### src/rtl/chunked_serial_adder_pkg.sv
`default_nettype none
// ============================================================================
//  Module      : chunked_serial_adder_pkg
//  Description : Shared state encoding and sizing helper for the chunked
//                serial adder/subtractor.
//  Revision    : 1.0 - initial release
// ============================================================================
package chunked_serial_adder_pkg;

    // Controller states; two bits cover IDLE/RUN/DONE
    typedef enum logic [1:0] {
        ST_IDLE = 2'd0,
        ST_RUN  = 2'd1,
        ST_DONE = 2'd2
    } state_t;

    // Number of CHUNK-bit slices processed per operation
    function automatic int nchunk(input int width, input int chunk);
        return width / chunk;
    endfunction

endpackage : chunked_serial_adder_pkg
`default_nettype wire

### src/rtl/chunk_ripple_add.sv
`default_nettype none
// ============================================================================
//  Module      : chunk_ripple_add
//  Description : Combinational CHUNK-bit ripple-carry adder slice. Reused
//                every cycle by the serial adder for one operand slice.
//  Revision    : 1.0 - initial release
// ============================================================================
module chunk_ripple_add #(
    parameter int CHUNK = 4
) (
    input  logic [CHUNK-1:0] a,
    input  logic [CHUNK-1:0] b,
    input  logic             ci,
    output logic [CHUNK-1:0] s,
    output logic             co
);

    logic w_c;

    // Ripple the carry through each full-adder bit, LSB first
    always_comb begin
        s   = '0;
        w_c = ci;
        for (int i = 0; i < CHUNK; i++) begin
            s[i] = a[i] ^ b[i] ^ w_c;
            w_c  = (a[i] & b[i]) | (w_c & (a[i] ^ b[i]));
        end
        co = w_c;
    end

endmodule : chunk_ripple_add
`default_nettype wire

### src/rtl/chunked_serial_adder.sv
`default_nettype none
// ============================================================================
//  Module      : chunked_serial_adder
//  Description : Multi-cycle two's-complement adder/subtractor. Adds one
//                CHUNK-bit slice per clock (LSB first) through a registered
//                carry, with valid/ready handshakes and cout/ovf/zero flags.
//  Revision    : 1.0 - initial release
// ============================================================================
module chunked_serial_adder
    import chunked_serial_adder_pkg::*;
#(
    parameter int WIDTH = 16,
    parameter int CHUNK = 4
) (
    input  logic             clk,
    input  logic             rst,
    input  logic             in_valid,
    output logic             in_ready,
    input  logic [WIDTH-1:0] a,
    input  logic [WIDTH-1:0] b,
    input  logic             cin,
    input  logic             sub,
    output logic             out_valid,
    input  logic             out_ready,
    output logic [WIDTH-1:0] sum,
    output logic             cout,
    output logic             ovf,
    output logic             zero
);

    localparam int c_nchunk = nchunk(WIDTH, CHUNK);
    localparam int c_idxw   = (c_nchunk > 1) ? $clog2(c_nchunk) : 1;
    localparam logic [c_idxw-1:0] c_last_idx = c_idxw'(c_nchunk - 1);

    // Reject parameter sets the slice datapath cannot cover exactly
    generate
        if ((CHUNK < 1) || (CHUNK > WIDTH)) begin : g_bad_chunk
            $error("chunked_serial_adder: CHUNK must satisfy 1 <= CHUNK <= WIDTH");
        end else if ((WIDTH % CHUNK) != 0) begin : g_bad_width
            $error("chunked_serial_adder: WIDTH must be a multiple of CHUNK");
        end
    endgenerate

    state_t              r_state;
    logic [c_idxw-1:0]   r_idx;
    logic                r_carry;
    logic [WIDTH-1:0]    r_a;
    logic [WIDTH-1:0]    r_b;      // already inverted for subtraction
    logic [WIDTH-1:0]    r_sum;
    logic                r_cout;
    logic                r_ovf;
    logic                r_zero;
    logic                r_out_valid;
    logic                r_in_ready;

    int                  w_lo;
    logic [CHUNK-1:0]    w_sa;
    logic [CHUNK-1:0]    w_sb;
    logic [CHUNK-1:0]    w_s;
    logic                w_co;
    logic [WIDTH-1:0]    w_sum_next;

    // Select the operand slice addressed by the current index
    always_comb begin
        w_lo = int'(r_idx) * CHUNK;
        w_sa = r_a[w_lo +: CHUNK];
        w_sb = r_b[w_lo +: CHUNK];
    end

    chunk_ripple_add #(
        .CHUNK (CHUNK)
    ) u_slice (
        .a  (w_sa),
        .b  (w_sb),
        .ci (r_carry),
        .s  (w_s),
        .co (w_co)
    );

    // Merge the freshly computed slice into the running result
    always_comb begin
        w_sum_next = r_sum;
        w_sum_next[w_lo +: CHUNK] = w_s;
    end

    // Controller, slice index, carry, operand/result and flag registers
    always_ff @(posedge clk or posedge rst) begin
        if (rst) begin
            r_state     <= ST_IDLE;
            r_idx       <= '0;
            r_carry     <= 1'b0;
            r_a         <= '0;
            r_b         <= '0;
            r_sum       <= '0;
            r_cout      <= 1'b0;
            r_ovf       <= 1'b0;
            r_zero      <= 1'b0;
            r_out_valid <= 1'b0;
            r_in_ready  <= 1'b0;
        end else begin
            unique case (r_state)
                ST_IDLE: begin
                    r_in_ready <= 1'b1;
                    if (in_valid && r_in_ready) begin
                        r_a        <= a;
                        r_b        <= sub ? ~b : b;
                        r_carry    <= sub ? 1'b1 : cin;
                        r_sum      <= '0;
                        r_idx      <= '0;
                        r_cout     <= 1'b0;
                        r_ovf      <= 1'b0;
                        r_zero     <= 1'b0;
                        r_in_ready <= 1'b0;
                        r_state    <= ST_RUN;
                    end
                end
                ST_RUN: begin
                    r_sum   <= w_sum_next;
                    r_carry <= w_co;
                    if (r_idx == c_last_idx) begin
                        // Last slice: capture flags from the completed result
                        r_cout      <= w_co;
                        r_ovf       <= (r_a[WIDTH-1] == r_b[WIDTH-1]) &&
                                       (w_sum_next[WIDTH-1] != r_a[WIDTH-1]);
                        r_zero      <= ~|w_sum_next;
                        r_out_valid <= 1'b1;
                        r_state     <= ST_DONE;
                    end else begin
                        r_idx <= r_idx + 1'b1;
                    end
                end
                ST_DONE: begin
                    if (out_ready) begin
                        r_out_valid <= 1'b0;
                        r_in_ready  <= 1'b1;
                        r_state     <= ST_IDLE;
                    end
                end
                default: begin
                    r_state <= ST_IDLE;
                end
            endcase
        end
    end

    assign in_ready  = r_in_ready;
    assign out_valid = r_out_valid;
    assign sum       = r_sum;
    assign cout      = r_cout;
    assign ovf       = r_ovf;
    assign zero      = r_zero;

endmodule : chunked_serial_adder
`default_nettype wire
### config.mk
export PLATFORM = sky130hd
export DESIGN_NAME = chunked_serial_adder
export DESIGN_NICKNAME = d
export VERILOG_FILES = /design/src/rtl/chunked_serial_adder_pkg.sv /design/src/rtl/chunk_ripple_add.sv /design/src/rtl/chunked_serial_adder.sv
export SDC_FILE = /design/constraint.sdc
export NUM_CORES = 1
export LEC_CHECK = 0
export CAP_MARGIN = 20
export CORE_AREA = 2 2 85 87
export CTS_BUF_LIST = sky130_fd_sc_hd__clkbuf_4 sky130_fd_sc_hd__clkbuf_8
export DETAILED_ROUTE_END_ITERATION = 8
export DIE_AREA = 0 0 87 89
export PLACE_DENSITY = 0.69
export SYNTH_ARGS = -nofsm -noshare
export SYNTH_HDL_FRONTEND = slang
export SYNTH_SLANG_ARGS = --single-unit
### constraint.sdc
create_clock -name clk -period 5 [get_ports clk]
set_clock_uncertainty 0.2 [all_clocks]
set_input_delay 0.75 -clock clk [delete_from_list [all_inputs] [get_ports clk]]
set_output_delay 0.75 -clock clk [all_outputs]
set_load 0.01 [all_outputs]
==> results of run 1 <==
==> area by class of cell <==
cell class,instances,area share
sequential,58,0.382
multi-input combinational,187,0.369
timing repair buffer,62,0.161
clock buffer,12,0.0418
tap,80,0.0263
inverter,17,0.0168
clock inverter,3,0.00395
==> logic make-up after synthesis <==
kind of cell	after synthesis	share of synthesized area
and+or+nand+nor	75	0.124
AOI/OAI and AO/OA	61	0.122
DFF	58	0.488
buffers and inverters	30	0.0421
muxes	25	0.125
xor gates and xnor gates	16	0.0471
adders and majority gates	10	0.0522
==> through the flow <==
stage | util | hold WS (ps)
6_report | 0.566 | 311
5_1_grt | 0.566 | 323
4_1_cts | 0.566 | 311
3_5_place_dp | 0.540 | 297
3_3_place_gp | 0.540 | 291
2_1_floorplan | - | 275
==> worst register-to-register path, stage by stage (launching register included) <==
cell       delay (ps)
dfrtp_1           630
mux4_2            300
inv_1              60
fa_1              370
inv_1              80
fa_1              160
inv_1              60
fa_1              380
fa_1              500
a2111oi_0         490
nor3_1            130
a32o_1            280
==> cell usage after synthesis, drive strengths merged <==
cell,number,area (sq um)
or4,1,11.3
o22ai,10,62.6
a2111oi,2,17.5
buf,10,50.1
o221ai,1,8.76
xnor2,16,140
o31ai,2,15.0
nand2,24,92.6
a32o,1,10.0
mux2,17,191
a31oi,10,62.6
and4b,1,10.0
o2111ai,1,8.76
nor2b,10,62.6
nor4,1,6.26
a21oi,24,120
nor2,26,97.6
nand4,2,12.5
o21ai,8,40.0
nor3,3,20.0
and2b,4,36.3
inv,17,63.8
dfrtp,58,1450
a22o,1,8.76
clkbuf,3,11.3
and2,1,6.26
fa,4,80.1
o21bai,1,7.51
and3,2,12.5
ha,6,75.1
mux4,8,180
==> worst paths after layout <==
check,slack (ps),to,cells after the start,startpoint
max reg2reg,1280,zero,11,r_idx[1]
min,310,r_a[11],1,r_a[11]
max,1280,zero,11,r_idx[1]
min reg2reg,310,r_a[11],1,r_a[11]
max in group asynchronous,3370,r_a[13],3,rst
min in group asynchronous,730,in_ready,3,rst
==> routing by layer <==
metal | up-vias | global-route usage
met1 | 1022 | 0.236
met5 | - | 0
met4 | 0 | 0.0696
met2 | 67 | 0.279
met3 | 7 | 0.0452
li1 | 1086 | -
==> flip-flops by register name, summed over array words and instances (netlist names) <==
signal / cells
zero: 1
r_state: 2
ovf: 1
in_ready: 1
sum: 16
r_a: 16
r_idx: 2
r_carry: 1
out_valid: 1
cout: 1
r_b: 16
==> report_power, final <==
group          total (mW)  switching [mW]  internal (mW)
combinational        1.38           0.723          0.655
clock               0.384           0.176          0.207
sequential          0.852           0.168          0.684
total                2.61            1.07           1.55
==> flow_summary.toml, run 1 <==
[sta]
rsz0062_at_grt = "no"
slew_headroom = 0.430
hold_viol_final = 0
max_freq_mhz = 269
final.setup.tns_ps = 0
worstMarginPinSlew_ps = 852
fin_ws_ps = 1280
post-route-period-util = 0.744
slew_violations = 0
setup_viol = 0
fin_crit_ps = 3720

[placed_design]
numPortBuffers = 58
routabilityCongestion = 0.946
place_area_sq_um = 3630
hpwl_um = 4580
dp_slack_ps = 1320
dp_cells = 404

[floorplanning]
core.rowCount = 30
die_w_um = 87
ios = 59
fp.coreArea_sq_um = 6720
die_h_um = 89
start_util = 0.442
die_area_sq_um = 7740

[worst_setup_path]
endpoint_kind = "flip-flop"
crit_path_start_kind = "flip-flop"
crit_path_cell_trace = "mux4_2 -> inv_1 -> fa_1 -> inv_1 -> fa_1 -> inv_1 -> fa_1 -> fa_1 -> a2111oi_0 -> nor3_1 -> a32o_1"
slowest_delay_ps = 630
cp_common_cell = "fa_1"
worstSetupPathType = "flip-flop to flip-flop"
crit_fanout = 13
arrival_ps = 3740
path_delay_family = "adder cells"
crit_slowest_cell = "dfrtp_1"
cp_num_buf_inv = 3
worstPathRequired_ps = 5020

[global_route]
grt_max_degree = 59
grt_pass1_wl_um = 10300
grt_pass1_vias = 2177
grt_antenna_before_repair = 0
grt_usage = 0.177
overflow = 0

[clocking]
ctsHoldBuffers = 0
clk_pin_slew_ps = 70
cts-root-buf = "clkbuf_8"
cts_sinks = 58
cts_buffers = 9
cts_tree = "built"
insertion_delay_ps = 330
htree_levels = 3
post_cts_buffers = 0
cts_resized = 0
cts_buffer_depth = 2

[synth]
synth.net_count = 323
syn_avg_cell_area_sq_um = 10.8
seq_area_frac_synth = 0.488
ys_warn_count = 0
ys_types = 37
netlist_area_sq_um = 2970
ys_ff_latch = 58
synthCells = 275

[finish]
multi_input_area_sq_um = 1400
layout_common_cells = "dfrtp_1, clkdlybuf4s50_1, nor2_1"
drive_gt1_frac = 0.153
stdcell_count = 419
ff_latch_area_sq_um = 1450
area_growth_pct = 27.9
fin_area_sq_um = 3800
fillerInstances = 606
antenna_cells = 0
nets = 383

[routing]
route.met2.wl_um = 3000
met3_length_um = 330
vias_per_cell = 5.21
topRoutingLayerUsed = "met4"
num_vias = 2182
wl_um = 6150
postRouteAntennaNets = 0
drtIter0Drc = 132
drc = 0
wl_met1_um = 2740
wl_per_cell_um = 14.7
first_pass_iters = 4

[worst_hold_path]
min_path_type = "flip-flop to flip-flop"

[power_and_ir_drop]
power_density_nw_per_um2 = 687
ir_worst_vdd_mv = 0.313
leakage_nw = 1.58
total_power_mw = 2.61

[outcome]
outcome = "finished clean"

[job]
maxCapViolCount = 0
(Power assumes the default switching activity.)
==> run 2, diff against run 1 <==
Settings changed: PLACE_DENSITY 0.69 to 0.72.
Clock period 5 ns to 3.3 ns, I/O delays scaled along.
==> run 2 against run 1 <==
The flow now finishes with violations (negative setup slack). Sequential power rose by 49%. Total power grew 69%. Hold slack lost 22 ps. Largest power group unchanged. Clock power grew 79%.
==> flow_summary.toml, run 2 (synthesis results as in run 1) <==
[global_route]
grt_usage = 0.183
grt_pass1_vias = 2267
grt_max_degree = 44
grt_antenna_before_repair = 0
overflow = 0
grt_pass1_wl_um = 10900

[power_and_ir_drop]
comb_power_share = 0.556
netSwitchingPower_mw = 1.81
ir_worst_vdd_mv = 0.619
internal_power_mw = 2.60
power_density_nw_per_um2 = 1120
sw_frac_of_total = 0.411
seqPwrFrac = 0.288
clkPwrFrac = 0.155
leakage_nw = 1.63

[clocking]
clk_pin_slew_ps = 60
insertion_delay_ps = 340
cts_buffers = 9
cts_sinks = 58
cts-root-buf = "clkbuf_8"
cts_buffer_depth = 2
cts_tree = "built"
htree_levels = 3

[finish]
fin_util = 0.589
area_growth_pct = 33.0
fillerInstances = 562
stdcell_count = 427
layout_common_cells = "clkdlybuf4s50_1, dfrtp_1, nor2_1, a21oi_1, nand2_1"
nets = 391
multi_input_area_sq_um = 1460
drive_gt1_frac = 0.213
ff_latch_area_sq_um = 1450
layout_commonest_cell = "clkdlybuf4s50_1"
antenna_cells = 0

[worst_setup_path]
crit_path_start_kind = "flip-flop"
arrival_ps = 3340
crit_fanout = 4
worstSetupPathType = "flip-flop to flip-flop"
worstPathRequired_ps = 3330
endpoint_kind = "flip-flop"
rr_worst_depth = 12

[worst_hold_path]
whs_path_depth = 2
min_path_type = "flip-flop to flip-flop"

[sta]
holdWs_ps = 289
worstMarginPinSlew_ps = 580
fin_crit_ps = 3320
hold_viol_final = 0
slew_headroom = 0.613
rsz0062_at_grt = "yes"
final.setup.tns_ps = -16.3
max_freq_mhz = 302
setup_viol = 1
slew_violations = 0
post-route-period-util = 1.00
fin_ws_ps = -16.3

[floorplanning]
die_area_sq_um = 7740
core.rowCount = 30
start_util = 0.442
ios = 59
die_h_um = 89
fp.coreArea_sq_um = 6720
die_w_um = 87

[placed_design]
hpwl_um = 4720
numPortBuffers = 58
dp_cells = 412
routabilityCongestion = 0.911

[routing]
vias_per_cell = 5.29
wl_um = 6430
drc = 0
num_vias = 2260
drtIter0Drc = 157
postRouteAntennaNets = 0
first_pass_iters = 4
wl_per_cell_um = 15.1

[outcome]
violations = "negative setup slack"
outcome = "finished with violations"

[job]
maxCapViolCount = 0
[run 2: changes by cell type in the layout (fill, tap and decap cells not counted), moves of 2 or more]
| cell | change |
|---|---|
| inv_1 | -3 |
| nor2_1 | -2 |
| clkinv_2 | -2 |
| inv_2 | +3 |
| fa_1 | -4 |
| buf_4 | +8 |
| a31oi_2 | +3 |
| a31oi_1 | -3 |
| fa_2 | +4 |
[run 2: worst paths after layout]
check / from / end / slack [ps]
hold / removal: ovf / ovf / 290
setup / recovery: r_idx[0] / zero / -20
min in group asynchronous: rst / in_ready / 340
setup reg to reg: r_idx[0] / zero / -20
hold reg to reg: ovf / ovf / 290
max in group asynchronous: rst / r_a[6] / 1920
[run 2: repair_timing]
item / in CTS / in global routing
hold buffers: 0 / 0
pin swaps: 3 / 0
resized for setup: 5 / 2
endpoints found under the setup margin: 2 / 4
setup buffers: 0 / 0
[run 2: worst max-delay path, stage by stage, from the launching register on]
cell and delay, ps:
dfrtp_2 410, mux4_2 520, inv_2 80, fa_2 190, inv_2 40, fa_2 330
inv_2 60, fa_2 190, fa_2 490, nor2_4 150, a31oi_2 130, and4b_1 200
a32o_1 210
[run 2: per-stage QoR]
stage          power (mW)  area [sq um]  worst slack [ps]
4_1_cts              4.39          3940             -4.33
3_5_place_dp         3.58          3710              -116
3_3_place_gp         3.51          3710             -32.2
6_report             4.41          3960             -16.3
2_1_floorplan        2.84          3010              -112
5_1_grt              4.73          3960              -141
[run 2: area by class of cell]
cell class              instances  share of cell area
multi-input cells             187               0.369
flip-flops and latches         58               0.367
repair buffers                 70               0.170
clock buffers                  13              0.0437
well taps                      80              0.0253
inverters                      17              0.0161
clock inverters                 2             0.00886
[run 2: metal layers]
layer | GRT usage | share of wire | vias up
met2 | 0.301 | 0.48 | 58
met3 | 0.0480 | 0.051 | 11
met4 | 0.0639 | 0.016 | 0
li1 | - | - | 1098
met5 | 0 | 0 | -
met1 | 0.236 | 0.45 | 1093
[run 2: power by group through the flow]
stage                     Clock [mW]  Sequential (mW)  Combinational, mW
after floorplan                    0             1.25               1.59
after global placement             0             1.27               2.25
after detailed placement           0             1.29               2.29
after CTS                      0.694             1.27               2.42
after global routing           0.724             1.31               2.69
final                          0.686             1.27               2.46
==> patch 1 (config.mk and constraints of run 2) <==
`CHUNK` is set to 4 in 2 places; all go to 8.
--- a/src/rtl/chunk_ripple_add.sv
+++ b/src/rtl/chunk_ripple_add.sv
@@ -7,5 +7,5 @@
 // ============================================================================
 module chunk_ripple_add #(
-    parameter int CHUNK = 4
+    parameter int CHUNK = 8
 ) (
     input  logic [CHUNK-1:0] a,
--- a/src/rtl/chunked_serial_adder.sv
+++ b/src/rtl/chunked_serial_adder.sv
@@ -11,5 +11,5 @@
 #(
     parameter int WIDTH = 16,
-    parameter int CHUNK = 4
+    parameter int CHUNK = 8
 ) (
     input  logic             clk,
Behaviour: not the same (a bounded check fails within 4 cycles, from zero or initial values and one cycle with rst high).
==> patch 1 against run 2 <==
Sequential cell count fell by 1; hold slack gained 12 ps; routed wire length down 11%; synthesized area down 9.4%; largest power group unchanged; power is 0.60% lower; setup slack got worse by 1200 ps; critical path depth rose by 1; the flow still finishes with violations (setup timing); design area fell by 7.5%; combinational power up 2%; sequential share of layout area increased by 2.3 points; core utilization is 4.4 points lower.
==> patch 1: results (changes against run 2) <==
- Outcome: finished with violations
- Met1 usage: 20.6% (-3.0 points)
- Initial antenna violation count: 0 (unchanged)
- Placed inst area: 3430 um^2 (-7.6%)
- Clk buf depth: 2 (unchanged)
- Design area: 3660 um^2 (-7.5%)
- Sequential fraction of the synthesis area: 53.0% (+4.2 points)
- Worst Path Max Fanout: 5 (+1)
- Largest net degree at the start of global routing: 41 (-6.8%)
- Routed WL: 5.71 mm (-11%)
- Gr usage total: 16.4% (-1.9 points)
- GR Util met2: 25.9% (-4.2 points)
- H-tree depth: 3 (unchanged)
- Worst-Margin Slew: 938 ps (+358 ps)
- Dominant cells by area after synthesis: dfrtp_1, mux2_2, fa_1
- Failing checks: setup timing
- Most frequent cells after synthesis: dfrtp_1, mux2_2, nor2_1
- Cell taking the most area after synthesis: dfrtp_1
- Share of cells above drive strength 1: 26.4% (+5.0 points)
- Startpoint types: flip-flop
- Met3 Usage GRT: 5.17% (+0.37 points)
- DR iter-0 viols: 84 (-46%)
- DP Wirelength: 4.17 mm (-12%)
- Final WS setup: -1220 ps (-1200 ps)
- First-pass GRT wire length: 9.33 mm (-14%)
- Final setup viols: 12 (+11)
- Crit path DAT: 4550 ps (+1210 ps)
- Nets: 334 (-15%)
- Number of global-route vias before repair: 1900 (-16%)
- Vias per cell: 5.15 (-2.7%)
- Syn nets: 263 (-19%)
- Root buffer cell: clkbuf_8
- Maximum resistive drop on vdd: 0.500 mV (-19%)
- Static Leakage: 1.51 nW (-6.9%)
- Netlist cell types: 23 (-38%)
- Pre-CTS WS: -1270 ps (-1150 ps)
- Hold Path Class: flip-flop to flip-flop
- Routability cong.: 0.802 (-12%)
- First-pass DRT Iterations: 4 (unchanged)
- Warnings, synthesis: 0 (unchanged)
patch 1: timing repair:
item	in CTS	in global routing
pin swaps	3	0
endpoints found under the hold margin	0	0
buffers inserted	2	2
endpoints found under the setup margin	12	12
resized for setup	5	1
patch 1: worst paths after layout:
kind	from	slack [ps]	end	cells past startpoint
worst max-delay path	r_idx$_DFFE_PP0P_	-1220	zero$_DFFE_PP0P_	13
worst min-delay path	r_a[10]$_DFFE_PP0P_	300	r_a[10]$_DFFE_PP0P_	1
worst max register to register	r_idx$_DFFE_PP0P_	-1220	zero$_DFFE_PP0P_	13
worst min register to register	r_a[10]$_DFFE_PP0P_	300	r_a[10]$_DFFE_PP0P_	1
max in group asynchronous	rst	1850	r_b[7]$_DFFE_PP0P_	3
min in group asynchronous	rst	400	sum[1]$_DFFE_PP0P_	2
patch 1: final cells by class:
class / count / area, um^2
inverter: 6 / 22.5
fill: 554 / 3060
multi-input combinational: 142 / 1210
sequential: 57 / 1430
tap: 80 / 100
timing repair buffer: 72 / 697
clock inverter: 3 / 40.0
clock buffer: 12 / 159
patch 1: metal layers:
metal  routed length [um]  vias to the layer above
met5                    0                        -
met4                   99                        0
met3                  281                        8
met2                 2690                       48
met1                 2640                      948
li1                     -                      911
patch 1: cells by family after synthesis:
kind of cell / share of synthesized area (%)
buf+inv: 3.67
fa+ha+maj: 5.95
compound gates: 11.4
flops: 53.0
simple gates: 7.39
xor+xnor: 5.20
mux: 13.4
patch 1: critical path, stage by stage, from the launching register on:
cell and delay (ps):
dfrtp_2 440, mux2_4 320, fa_2 360, fa_2 350, fa_2 390, fa_2 350
fa_2 350, fa_2 350, fa_2 340, fa_2 570, nor4_4 50, nand4_1 90
nand2_1 60, a22o_1 180
patch 1: stage by stage:
step	hold WS (ps)	TNS (ps)	util [%]	instances
after global placement	289	-7780	51.1	356
after floorplan	275	-7530	-	217
after global routing	319	-9680	54.5	372
after CTS	306	-8390	54.3	371
final	300	-8720	54.5	372
after detailed placement	295	-8250	51.1	356
patch 1: power breakdown:
part           total, W  switching [W]  internal (W)
clock network  0.000655       0.000264      0.000391
registers       0.00123       0.000218       0.00101
logic           0.00251        0.00113       0.00138
total           0.00439        0.00161       0.00278
==> patch 2 (config.mk and constraints of run 2) <==
Made on the original files. Encoding of `state_t`: now one-hot (3 bits for 3 states).
--- a/src/rtl/chunked_serial_adder_pkg.sv
+++ b/src/rtl/chunked_serial_adder_pkg.sv
@@ -9,8 +9,8 @@
 
     // Controller states; two bits cover IDLE/RUN/DONE
-    typedef enum logic [1:0] {
-        ST_IDLE = 2'd0,
-        ST_RUN  = 2'd1,
-        ST_DONE = 2'd2
+    typedef enum logic [2:0] {
+        ST_IDLE = 3'b001,
+        ST_RUN  = 3'b010,
+        ST_DONE = 3'b100
     } state_t;
 
Function: no difference found for any inputs over 10 cycles, from zero or initial values and one cycle with rst high; not proved beyond that.
==> patch 2 against run 2 <==
The flow still finishes with violations (setup timing); synthesized area rose by 7.2%; design area rose by 3.7%; first-iteration DRC count fell by 15%; power fell by 25%; setup slack got worse by 86 ps; sequential cell count rose by 1; routed wire length rose by 7.4%; critical endpoint unchanged.
==> patch 2: results (changes against run 2) <==
- Mux cell area share after synthesis: 13.1% (+0.57 points)
- Worst path max stage delay: 570 ps (+50 ps)
- Synth Area in Adders: 4.87% (-0.35 points)
- Static Leakage: 1.76 nW (+8.1%)
- Failing checks: setup timing
- Crit path DAT: 3490 ps (+150 ps)
- Maximum resistive drop on vdd: 0.385 mV (-38%)
- Sequential cell power: 0.00116 W (-9%)
- Rel. slew slack: 43.4% (-18 points)
- Final setup viols: 2 (+1)
- Final WS setup: -103 ps (-86.3 ps)
- Worst path slowest cell: fa_2
- Sequential fraction of the synthesis area: 46.4% (-2.5 points)
- DR iter-0 viols: 133 (-15%)
- Sw frac: 35.1% (-6.0 points)
- Nets: 398 (+1.8%)
- First-pass GRT wire length: 11.4 mm (+5.3%)
- Most frequent cells after synthesis: dfrtp_1, o21ai_0, nand2_1
- Largest net degree at the start of global routing: 36 (-18%)
- Routability cong.: 0.834 (-8.4%)
- Compound-Gate Fraction of Synth Area: 12.8% (+0.59 points)
- Gr usage total: 19.7% (+1.4 points)
- Routed WL: 6.91 mm (+7.4%)
- Vias per cell: 5.42 (+2.5%)
- Outcome: finished with violations
patch 2: layout make-up:
cell class	instances	area (um^2)
clock inverters	4	72.6
inverters	15	56.3
well taps	80	100
fillers	546	2620
multi-input cells	199	1590
clock buffers	12	159
repair buffers	66	641
flip-flops and latches	59	1480
patch 2: routing by layer:
| layer | global-route usage (%) | share of wire (%) | vias to the layer above |
|---|---|---|---|
| li1 | - | - | 1140 |
| met1 | 25.5 | 44 | 1137 |
| met2 | 30.8 | 48 | 65 |
| met3 | 4.99 | 4.6 | 17 |
| met4 | 10.2 | 2.6 | 0 |
| met5 | 0 | 0 | - |
patch 2: stage by stage:
step | cell area (um^2) | std cells | total power (W) | worst slack, ps | setup TNS (ps)
floorplan | 3210 | 289 | 0.00213 | -126 | -170
global placement | 3850 | 419 | 0.00246 | -48.3 | -57.8
detailed placement | 3850 | 419 | 0.00251 | -89.1 | -126
CTS | 4080 | 435 | 0.00328 | -98.7 | -128
global route | 4100 | 435 | 0.00354 | -176 | -324
finish | 4100 | 435 | 0.00331 | -103 | -152
patch 2: worst min path at each step:
stage / start / to / slack, ps / cells after the start
after global routing: r_a[12]$_DFFE_PP0P_ / r_a[12]$_DFFE_PP0P_ / 320 / 1
after floorplan: r_b[10]$_DFFE_PP0P_ / r_b[10]$_DFFE_PP0P_ / 240 / 2
after global placement: r_b[3]$_DFFE_PP0P_ / r_b[3]$_DFFE_PP0P_ / 270 / 2
after CTS: r_b[8]$_DFFE_PP0P_ / r_b[8]$_DFFE_PP0P_ / 290 / 2
after detailed placement: r_b[8]$_DFFE_PP0P_ / r_b[8]$_DFFE_PP0P_ / 270 / 2
final: r_b[4]$_DFFE_PP0P_ / r_b[4]$_DFFE_PP0P_ / 290 / 2
